$ cat src/rtl/uart_pkg.sv
`default_nettype none
// ============================================================================
//  Module      : uart_pkg
//  Description : Definitions shared by the UART transmitter and receiver:
//                frame state encodings, parity-mode constants and the
//                default baud divider.
//  Revision    : 1.0 - initial release
// ============================================================================
package uart_pkg;

    // Frame sequencer states. Width is fixed so the encodings are identical
    // across every block that imports this package.
    typedef enum logic [2:0] {
        ST_IDLE   = 3'd0,
        ST_START  = 3'd1,
        ST_DATA   = 3'd2,
        ST_PARITY = 3'd3,
        ST_STOP   = 3'd4
    } uart_state_e;

    // Seed XORed into the data parity: 0 gives even parity, 1 gives odd parity.
    localparam logic c_PARITY_EVEN = 1'b0;
    localparam logic c_PARITY_ODD  = 1'b1;

    // clk cycles per serial bit when the instantiating block does not override it.
    localparam int c_DEFAULT_CLKS_PER_BIT = 16;

endpackage : uart_pkg
`default_nettype wire

$ cat src/rtl/uart_baud_tick.sv
`default_nettype none
// ============================================================================
//  Module      : uart_baud_tick
//  Description : Baud counter. Counts 0..CLKS_PER_BIT-1 and asserts tick for
//                one cycle on the terminal count. clear holds the count at 0
//                so a bit period starts exactly when the owner releases it.
//  Revision    : 1.0 - initial release
// ============================================================================
module uart_baud_tick
    import uart_pkg::*;
#(
    parameter int CLKS_PER_BIT = c_DEFAULT_CLKS_PER_BIT
) (
    input  logic clk,
    input  logic rst,
    input  logic clear,
    output logic tick
);

    localparam int                 c_CNT_W = (CLKS_PER_BIT > 1) ? $clog2(CLKS_PER_BIT) : 1;
    localparam logic [c_CNT_W-1:0] c_LAST  = c_CNT_W'(CLKS_PER_BIT - 1);

    logic [c_CNT_W-1:0] r_cnt;

    assign tick = (r_cnt == c_LAST);

    // Count one bit period, wrapping to zero on the terminal count only.
    always_ff @(posedge clk) begin
        if (rst || clear) begin
            r_cnt <= '0;
        end else if (tick) begin
            r_cnt <= '0;
        end else begin
            r_cnt <= r_cnt + 1'b1;
        end
    end

endmodule : uart_baud_tick
`default_nettype wire

$ cat src/rtl/uart_tx_frame.sv
`default_nettype none
// ============================================================================
//  Module      : uart_tx_frame
//  Description : Parametrised UART transmitter with valid/ready input.
//                Frame = start bit, DATA_W data bits (LSB first), optional
//                parity bit, STOP_BITS stop bits; each bit CLKS_PER_BIT clks.
//                The serial output is driven straight from a flop.
//  Revision    : 1.0 - initial release
// ============================================================================
module uart_tx_frame
    import uart_pkg::*;
#(
    parameter int DATA_W       = 8,
    parameter int CLKS_PER_BIT = c_DEFAULT_CLKS_PER_BIT,
    parameter int PARITY_EN    = 0,
    parameter int PARITY_ODD   = 0,
    parameter int STOP_BITS    = 1
) (
    input  logic              clk,
    input  logic              rst,
    input  logic [DATA_W-1:0] tx_data,
    input  logic              tx_valid,
    output logic              tx_ready,
    output logic              tx,
    output logic              busy,
    output logic              done
);

    localparam int                 c_BIT_W       = $clog2(DATA_W + 1);
    localparam logic [c_BIT_W-1:0] c_LAST_DATA   = c_BIT_W'(DATA_W - 1);
    localparam logic [c_BIT_W-1:0] c_LAST_STOP   = c_BIT_W'(STOP_BITS - 1);
    localparam logic               c_PARITY_SEED = (PARITY_ODD != 0) ? c_PARITY_ODD : c_PARITY_EVEN;

    uart_state_e        r_state;
    uart_state_e        w_state_next;
    logic [DATA_W-1:0]  r_shift;
    logic [DATA_W-1:0]  w_shift_next;
    logic [c_BIT_W-1:0] r_bit_cnt;
    logic [c_BIT_W-1:0] w_bit_cnt_next;
    logic               r_parity;
    logic               w_parity_next;
    logic               r_tx;
    logic               w_tx_next;
    logic               w_done;
    logic               w_accept;
    logic               w_tick;

    assign tx_ready = (r_state == ST_IDLE);
    assign busy     = (r_state != ST_IDLE);
    assign w_accept = tx_valid && tx_ready;
    assign tx       = r_tx;
    assign done     = w_done;

    // The baud counter is parked at zero while idle, so the start bit gets a
    // full period beginning on the accept edge.
    uart_baud_tick #(
        .CLKS_PER_BIT (CLKS_PER_BIT)
    ) u_baud_tick (
        .clk   (clk),
        .rst   (rst),
        .clear (r_state == ST_IDLE),
        .tick  (w_tick)
    );

    // State, shift register, bit counter, parity and serial output flops.
    always_ff @(posedge clk) begin
        if (rst) begin
            r_state   <= ST_IDLE;
            r_shift   <= '0;
            r_bit_cnt <= '0;
            r_parity  <= 1'b0;
            r_tx      <= 1'b1;
        end else begin
            r_state   <= w_state_next;
            r_shift   <= w_shift_next;
            r_bit_cnt <= w_bit_cnt_next;
            r_parity  <= w_parity_next;
            r_tx      <= w_tx_next;
        end
    end

    // Next-state logic; w_tx_next is the line level for the coming bit period.
    always_comb begin
        w_state_next   = r_state;
        w_shift_next   = r_shift;
        w_bit_cnt_next = r_bit_cnt;
        w_parity_next  = r_parity;
        w_tx_next      = r_tx;
        w_done         = 1'b0;

        case (r_state)
            ST_IDLE: begin
                w_tx_next = 1'b1;
                if (w_accept) begin
                    w_state_next   = ST_START;
                    w_shift_next   = tx_data;
                    w_parity_next  = (^tx_data) ^ c_PARITY_SEED;
                    w_bit_cnt_next = '0;
                    w_tx_next      = 1'b0;
                end
            end

            ST_START: begin
                if (w_tick) begin
                    w_state_next   = ST_DATA;
                    w_bit_cnt_next = '0;
                    w_tx_next      = r_shift[0];
                end
            end

            ST_DATA: begin
                if (w_tick) begin
                    if (r_bit_cnt == c_LAST_DATA) begin
                        w_bit_cnt_next = '0;
                        if (PARITY_EN != 0) begin
                            w_state_next = ST_PARITY;
                            w_tx_next    = r_parity;
                        end else begin
                            w_state_next = ST_STOP;
                            w_tx_next    = 1'b1;
                        end
                    end else begin
                        w_bit_cnt_next = r_bit_cnt + 1'b1;
                        w_shift_next   = r_shift >> 1;
                        w_tx_next      = r_shift[1];
                    end
                end
            end

            ST_PARITY: begin
                if (w_tick) begin
                    w_state_next   = ST_STOP;
                    w_bit_cnt_next = '0;
                    w_tx_next      = 1'b1;
                end
            end

            ST_STOP: begin
                w_tx_next = 1'b1;
                if (w_tick) begin
                    if (r_bit_cnt == c_LAST_STOP) begin
                        w_done         = 1'b1;
                        w_state_next   = ST_IDLE;
                        w_bit_cnt_next = '0;
                    end else begin
                        w_bit_cnt_next = r_bit_cnt + 1'b1;
                    end
                end
            end

            default: begin
                w_state_next   = ST_IDLE;
                w_bit_cnt_next = '0;
                w_tx_next      = 1'b1;
            end
        endcase
    end

endmodule : uart_tx_frame
`default_nettype wire

$ cat config.mk
export PLATFORM = sky130hd
export DESIGN_NAME = uart_tx_frame
export DESIGN_NICKNAME = d
export VERILOG_FILES = /design/src/rtl/uart_pkg.sv /design/src/rtl/uart_baud_tick.sv /design/src/rtl/uart_tx_frame.sv
export SDC_FILE = /design/constraint.sdc
export NUM_CORES = 1
export LEC_CHECK = 0
export CAP_MARGIN = 0
export CORE_MARGIN = 4
export CORE_UTILIZATION = 57
export CTS_BUF_LIST = sky130_fd_sc_hd__clkbuf_16
export DETAILED_ROUTE_END_ITERATION = 16
export GPL_TIMING_DRIVEN = 0
export PLACE_DENSITY = 0.82
export SYNTH_ARGS = -nofsm -noshare
export SYNTH_HDL_FRONTEND = slang
export SYNTH_HIERARCHICAL = 1
export SYNTH_SLANG_ARGS = --single-unit
$ cat constraint.sdc
create_clock -name clk -period 4.5 [get_ports clk]
set_clock_uncertainty 0.05 [all_clocks]
set_input_delay 0.9 -clock clk [delete_from_list [all_inputs] [get_ports clk]]
set_output_delay 0.9 -clock clk [all_outputs]
set_load 0.02 [all_outputs]
==> results of run 1 <==
==> routing by layer <==
layer,vias to the layer above,part of all wire,wire length [um],track usage
met2,21,0.47,1120,0.341
met1,458,0.46,1090,0.248
li1,488,-,-,-
met5,-,0,0,0
met4,0,0.030,71,0.111
met3,9,0.041,98,0.0513
==> sequential cells by signal (all words and copies together), names as in the netlist <==
name and count:
r_bit_cnt 4, u_baud_tick/r_cnt 4, r_shift 8, r_state 3
tx 1
==> logic make-up after synthesis <==
group,after synthesis
muxes,8
AOI/OAI and AO/OA,31
xor gates and xnor gates,3
DFF,20
adders and majority gates,3
buffers and inverters,14
and+or+nand+nor,43
==> cells in the final DEF (no fill, tap or decap), types with 2 or more instances in the layout <==
cell and n:
clkdlybuf4s50_1 14, ha_1 3, mux2i_1 8, inv_1 6, and4bb_2 2, nor3_1 2
nor2_1 8, buf_6 2, nand2b_1 6, clkbuf_1 2, a21oi_1 10, buf_2 2
o21ai_0 4, clkbuf_16 3, nand2_1 4, nand3_1 7, a211oi_1 7, buf_4 2
dfxtp_1 20, xnor2_1 2
==> critical path, cell delays in order (launching register included) <==
cell and delay [ns]:
dfxtp_1 0.36, ha_1 0.21, nand3_1 0.12, inv_1 0.06
buf_2 0.20, and3_2 0.20, clkdlybuf4s50_1 0.60
==> power groups by stage <==
stage,sequential (mW),combinational (mW),clock (mW)
after floorplan,0.195,0.0327,0
after global placement,0.195,0.0526,0
after detailed placement,0.195,0.0537,0
after CTS,0.192,0.0542,0.184
after global routing,0.193,0.0597,0.194
final,0.192,0.0539,0.183
==> cell usage after synthesis, types with 2 or more instances <==
cell type | number | area (um2)
dfxtp_1 | 20 | 400
a21oi_1 | 10 | 50.1
mux2i_1 | 8 | 80.1
nor2_1 | 8 | 30.0
a211oi_1 | 7 | 52.6
nand3_1 | 7 | 35.0
inv_1 | 6 | 22.5
nand2b_1 | 6 | 37.5
nand2_1 | 4 | 15.0
o21ai_0 | 4 | 20.0
ha_1 | 3 | 37.5
and4bb_2 | 2 | 25.0
buf_2 | 2 | 10.0
buf_4 | 2 | 15.0
buf_6 | 2 | 22.5
clkbuf_1 | 2 | 7.51
nor3_1 | 2 | 10.0
xnor2_1 | 2 | 17.5
==> through the flow <==
stage,utilization,setup slack [ns],instance area [um2],power (mW),hold slack [ns]
final,0.762,1.54,1370,0.429,0.408
after global placement,0.718,1.87,1290,0.248,0.384
after CTS,0.762,1.53,1370,0.430,0.414
after global routing,0.762,1.43,1370,0.447,0.442
after floorplan,-,2.45,1120,0.228,0.368
after detailed placement,0.718,1.81,1290,0.249,0.401
==> final cells by class <==
cell class,instances,area share
Multi-Input combinational cell,88,0.469
Sequential cell,20,0.292
Timing Repair Buffer,14,0.102
Clock buffer,3,0.0547
Buffer,8,0.0401
Tap cell,25,0.0228
Inverter,6,0.0164
Clock inverter,1,0.00273
==> worst paths after layout <==
check / end / cells after the start / startpoint / slack, ns
max: done / 6 / u_baud_tick/r_cnt[0] / 1.54
min: u_baud_tick/r_cnt[0] / 1 / u_baud_tick/r_cnt[0] / 0.41
max reg2reg: r_shift[4] / 9 / u_baud_tick/r_cnt[0] / 2.50
min reg2reg: u_baud_tick/r_cnt[0] / 1 / u_baud_tick/r_cnt[0] / 0.41
==> impl_results.md, run 1 <==
- Sequential cell area: 400 um2
- Flop pwr share: 0.447
- Mux cell area share after synthesis: 0.0713
- Mapped Nets: 136
- Setup TNS: 0 ns
- Final ANT Viol Nets: 0
- Skew-Pair Late Insertion Delay: 0.25 ns
- Combinational Power Share: 0.126
- Largest net degree at the start of global routing: 12
- Initial DRC count: 19
- Number of hold buffers added after cts: 0
- Post-synthesis simple-gate area fraction: 0.250
- Die Height: 52.4 um
- Number of remaining DRC errors: 0
- Ant diodes: 0
- Max Clk Rate: 0.338 GHz
- Main combinational cell family by area after synthesis: simple AND/OR/NAND/NOR gates
- Cell Rows: 15
- Slew Limit Fails: 0
- Non-filler cells, final: 165
- CTS root buffer: clkbuf_16
- Grt total ovfl: 0
- Clock sink count: 20
- CTS H-tree lvls: 1
- Register area share after synthesis: 0.357
- PortBufs: 14
- Mean Syn Cell Area: 9.20 um2
- RSZ-0062 raised after global routing: no
- Die ar.: 2740 um2
- Initial Utilization: 0.623
- Synth Register Bits: 20
- Worst-Margin Slew: 0.493 ns
- Worst Hold Class: reg -> reg
- CP max FO: 10
- Xor and xnor area share after synthesis: 0.0234
- Placer Congestion: 0.799
- Top_reg_cell synth: dfxtp_1
- CTS resizes: 0
- Area taken by multi-input logic gates: 644 um2
- Max VDD drop: 0.000229 V
- Post-synth ARST share: 0
- PD cells: 313 nW/um2
- Fin. Hold Viols: 0
- Startpoint type of the worst setup path: flip-flop
- Run status: finished clean
- P_int: 331 uW
- Final setup fails: 0
- Clk slew on worst S/H paths: 0.05 ns
- Switching power of the nets: 97.6 uW
- Post-synth EDFFs: 0
- Relative slew slack: 0.670
- Post-CTS setup buffers: 0
- WL per Instance: 14.4 um
- Antenna violations before repair: 0
- Post-synth cell types: 43
- Core area: 1800 um2
- CP required: 3.55 ns
- Crit path capture type: output port
- Leak Pwr: 0.487 nW
- Num CTS Buffers: 3
- Max clock buf depth: 2
- Cell total after placement: 161
- Layout cells sized above 1: 0.136
- CTS tree: yes
- Vias/cell: 5.92
- DRT Wirelength: 2.38 mm
- Minimum clock period: 2.96 ns
- DR vias: 976
- IO Count: 15
- Hpwl dp: 1.70 mm
- Nets: 155
- First-pass GRT wire length: 4.20 mm
- Die Wd: 52.4 um
- Pre-antenna DRT Iters: 4
- Vias in the first global route: 972
- Critical path class: reg -> out
- Synthesized area: 1120 um2
- Syn Inst Count: 122
- Synth Warn #: 6
- Synth Area in Compound Gates: 0.196
- Synthesis-to-finish area growth: 22.3%
- Max-cap violation count: 0
- Fillcell total: 144
- Switching fraction of total power: 0.227
- Period utilization: 0.657
- Synth Area in Adders: 0.0334
- GRT Util Overall: 0.208
- Clk network pwr share: 0.427
- CP Data Arrival Time: 2.01 ns
(Power assumes the default switching activity.)
==> inputs of run 2 (changes only) <==
Settings changed: CORE_UTILIZATION 57 to 53, PLACE_DENSITY 0.82 to 0.77.
Clock period 4.5 ns to 3 ns, I/O delays scaled along.
==> impl_results.md, run 2 (same netlist as run 1, synthesis figures left out) <==
- Cell Rows: 16 (was 15)
- DR vias: 956 (was 976)
- Period utilization: 0.872
- CTS root buffer: clkbuf_16 (unchanged)
- Max clock buf depth: 2 (unchanged)
- Relative slew slack: 0.659 (was 0.670)
- Initial Utilization: 0.566 (was 0.623)
- Grt total ovfl: 0 (unchanged)
- Largest net degree at the start of global routing: 13 (was 12)
- Synthesis-to-finish area growth: 24.9% (was 22.3%)
- PD cells: 522 nW/um2 (was 313 nW/um2)
- Commonest non-fill, non-tap cell in the layout: dfxtp_1 (unchanged)
- Max-cap violation count: 0 (unchanged)
- Max Clk Rate: 0.382 GHz
- Num CTS Buffers: 3 (unchanged)
- Number of hold buffers added after cts: 0 (unchanged)
- Worst-Margin Slew: 0.510 ns (was 0.493 ns)
- Fillcell total: 155 (was 144)
- Fin. Hold Viols: 0 (unchanged)
- Ant diodes: 0 (unchanged)
- RSZ-0062 raised after global routing: no (unchanged)
- Largest register FFs: 8 (unchanged)
- Antenna violations before repair: 0 (unchanged)
- Final ANT Viol Nets: 0 (unchanged)
- CTS resizes: 0 (unchanged)
- Nets: 155 (unchanged)
- Die Height: 54.0 um (was 52.4 um)
- Vias in the first global route: 924 (was 972)
- Tot Pwr: 731 uW (was 429 uW)
- DRT Wirelength: 2.28 mm (was 2.38 mm)
- CP Data Arrival Time: 1.97 ns (was 2.01 ns)
- Critical path class: reg -> out (unchanged)
- CTS H-tree lvls: 1 (unchanged)
- Run status: finished clean (unchanged)
- Max VDD drop: 0.000472 V (was 0.000229 V)
- Minimum clock period: 2.62 ns
- Number of remaining DRC errors: 0 (unchanged)
- GRT Util Overall: 0.183 (was 0.208)
- Leak Pwr: 0.500 nW (was 0.487 nW)
- Area taken by multi-input logic gates: 644 um2 (unchanged)
- P_int: 584 uW (was 331 uW)
- Crit path capture type: output port (unchanged)
- CP required: 2.35 ns (was 3.55 ns)
- First-pass GRT wire length: 3.91 mm (was 4.20 mm)
- Pre-antenna DRT Iters: 4 (unchanged)
- Worst Hold Class: reg -> reg (unchanged)
- Largest Register: r_shift (unchanged)
- IO Count: 15 (unchanged)
- Post-CTS setup buffers: 0 (unchanged)
- Die ar.: 2920 um2 (was 2740 um2)
- Placer Congestion: 0.810 (was 0.799)
- CTS tree: yes (unchanged)
- Core area: 1980 um2 (was 1800 um2)
- Final setup fails: 0 (unchanged)
- Skew-Pair Late Insertion Delay: 0.25 ns (about the same)
- Die Wd: 54.0 um (was 52.4 um)
- PortBufs: 14 (unchanged)
- Clk slew on worst S/H paths: 0.05 ns (about the same)
- Setup TNS: 0 ns (unchanged)
- Switching fraction of total power: 0.201 (was 0.227)
- Hpwl dp: 1.61 mm (was 1.70 mm)
- CP max FO: 10 (unchanged)
- Hold path depth: 1 (unchanged)
- Startpoint type of the worst setup path: flip-flop (unchanged)
- Clk network pwr share: 0.495 (was 0.427)
- WL per Instance: 13.6 um (was 14.4 um)
- Layout cells sized above 1: 0.143 (was 0.136)
- Initial DRC count: 23 (was 19)
- Combinational Power Share: 0.111 (was 0.126)
- Most frequent cells in the layout: dfxtp_1, clkdlybuf4s50_1, a21oi_1 (unchanged)
- FF-to-FF path depth: 9 (unchanged)
- Vias/cell: 5.72 (was 5.92)
- Switching power of the nets: 147 uW (was 97.6 uW)
- Sequential cell area: 400 um2 (unchanged)
- Flop pwr share: 0.394 (was 0.447)
- Slew Limit Fails: 0 (unchanged)
- Clock sink count: 20 (unchanged)
- Biggest regs: r_shift (8), r_bit_cnt (4), u_baud_tick/r_cnt (4) (unchanged)
[run 2: metal layers]
| metal | GRT usage | vias to the layer above | wire (um) | part of all wire |
|---|---|---|---|---|
| li1 | - | 483 | - | - |
| met1 | 0.202 | 451 | 1020 | 0.45 |
| met2 | 0.345 | 18 | 1130 | 0.50 |
| met3 | 0.0416 | 4 | 102 | 0.045 |
| met4 | 0.0539 | 0 | 21 | 0.0092 |
| met5 | 0 | - | 0 | 0 |
[run 2: cell type report]
class	count	area share
buffer	8	0.0393
clock buffer	3	0.0536
clock inverter	1	0.0214
inverter	6	0.0161
multi-input combinational	88	0.460
sequential	20	0.286
tap	27	0.0241
timing repair buffer	14	0.100
[run 2: worst max-delay path, stage by stage (launching register included)]
cell and delay [ns]:
dfxtp_1 0.35, ha_1 0.19, nand3_1 0.11, inv_1 0.06, buf_2 0.21, and3_2 0.20, clkdlybuf4s50_1 0.59
[run 2: per-stage QoR]
stage | worst slack (ns) | std cells | util | cell area [um2] | hold slack [ns]
floorplan | 1.25 | 122 | - | 1120 | 0.368
global placement | 0.661 | 163 | 0.654 | 1300 | 0.384
detailed placement | 0.649 | 163 | 0.654 | 1300 | 0.393
CTS | 0.376 | 167 | 0.707 | 1400 | 0.401
global route | 0.260 | 167 | 0.707 | 1400 | 0.430
finish | 0.384 | 167 | 0.707 | 1400 | 0.396
[run 2: path summary, 6_finish.rpt]
| check | end | slack (ns) | startpoint |
|---|---|---|---|
| min reg2reg | u_baud_tick/r_cnt[0] | 0.40 | u_baud_tick/r_cnt[0] |
| max reg2reg | r_shift[5] | 1.02 | u_baud_tick/r_cnt[0] |
| min | u_baud_tick/r_cnt[0] | 0.40 | u_baud_tick/r_cnt[0] |
| max | done | 0.38 | u_baud_tick/r_cnt[0] |
[run 2: power groups by stage]
stage	Combinational (mW)	Sequential [mW]	Clock, mW
finish	0.0810	0.288	0.362
global route	0.0898	0.290	0.381
CTS	0.0820	0.288	0.368
detailed placement	0.0807	0.293	0
global placement	0.0794	0.293	0
floorplan	0.0490	0.293	0
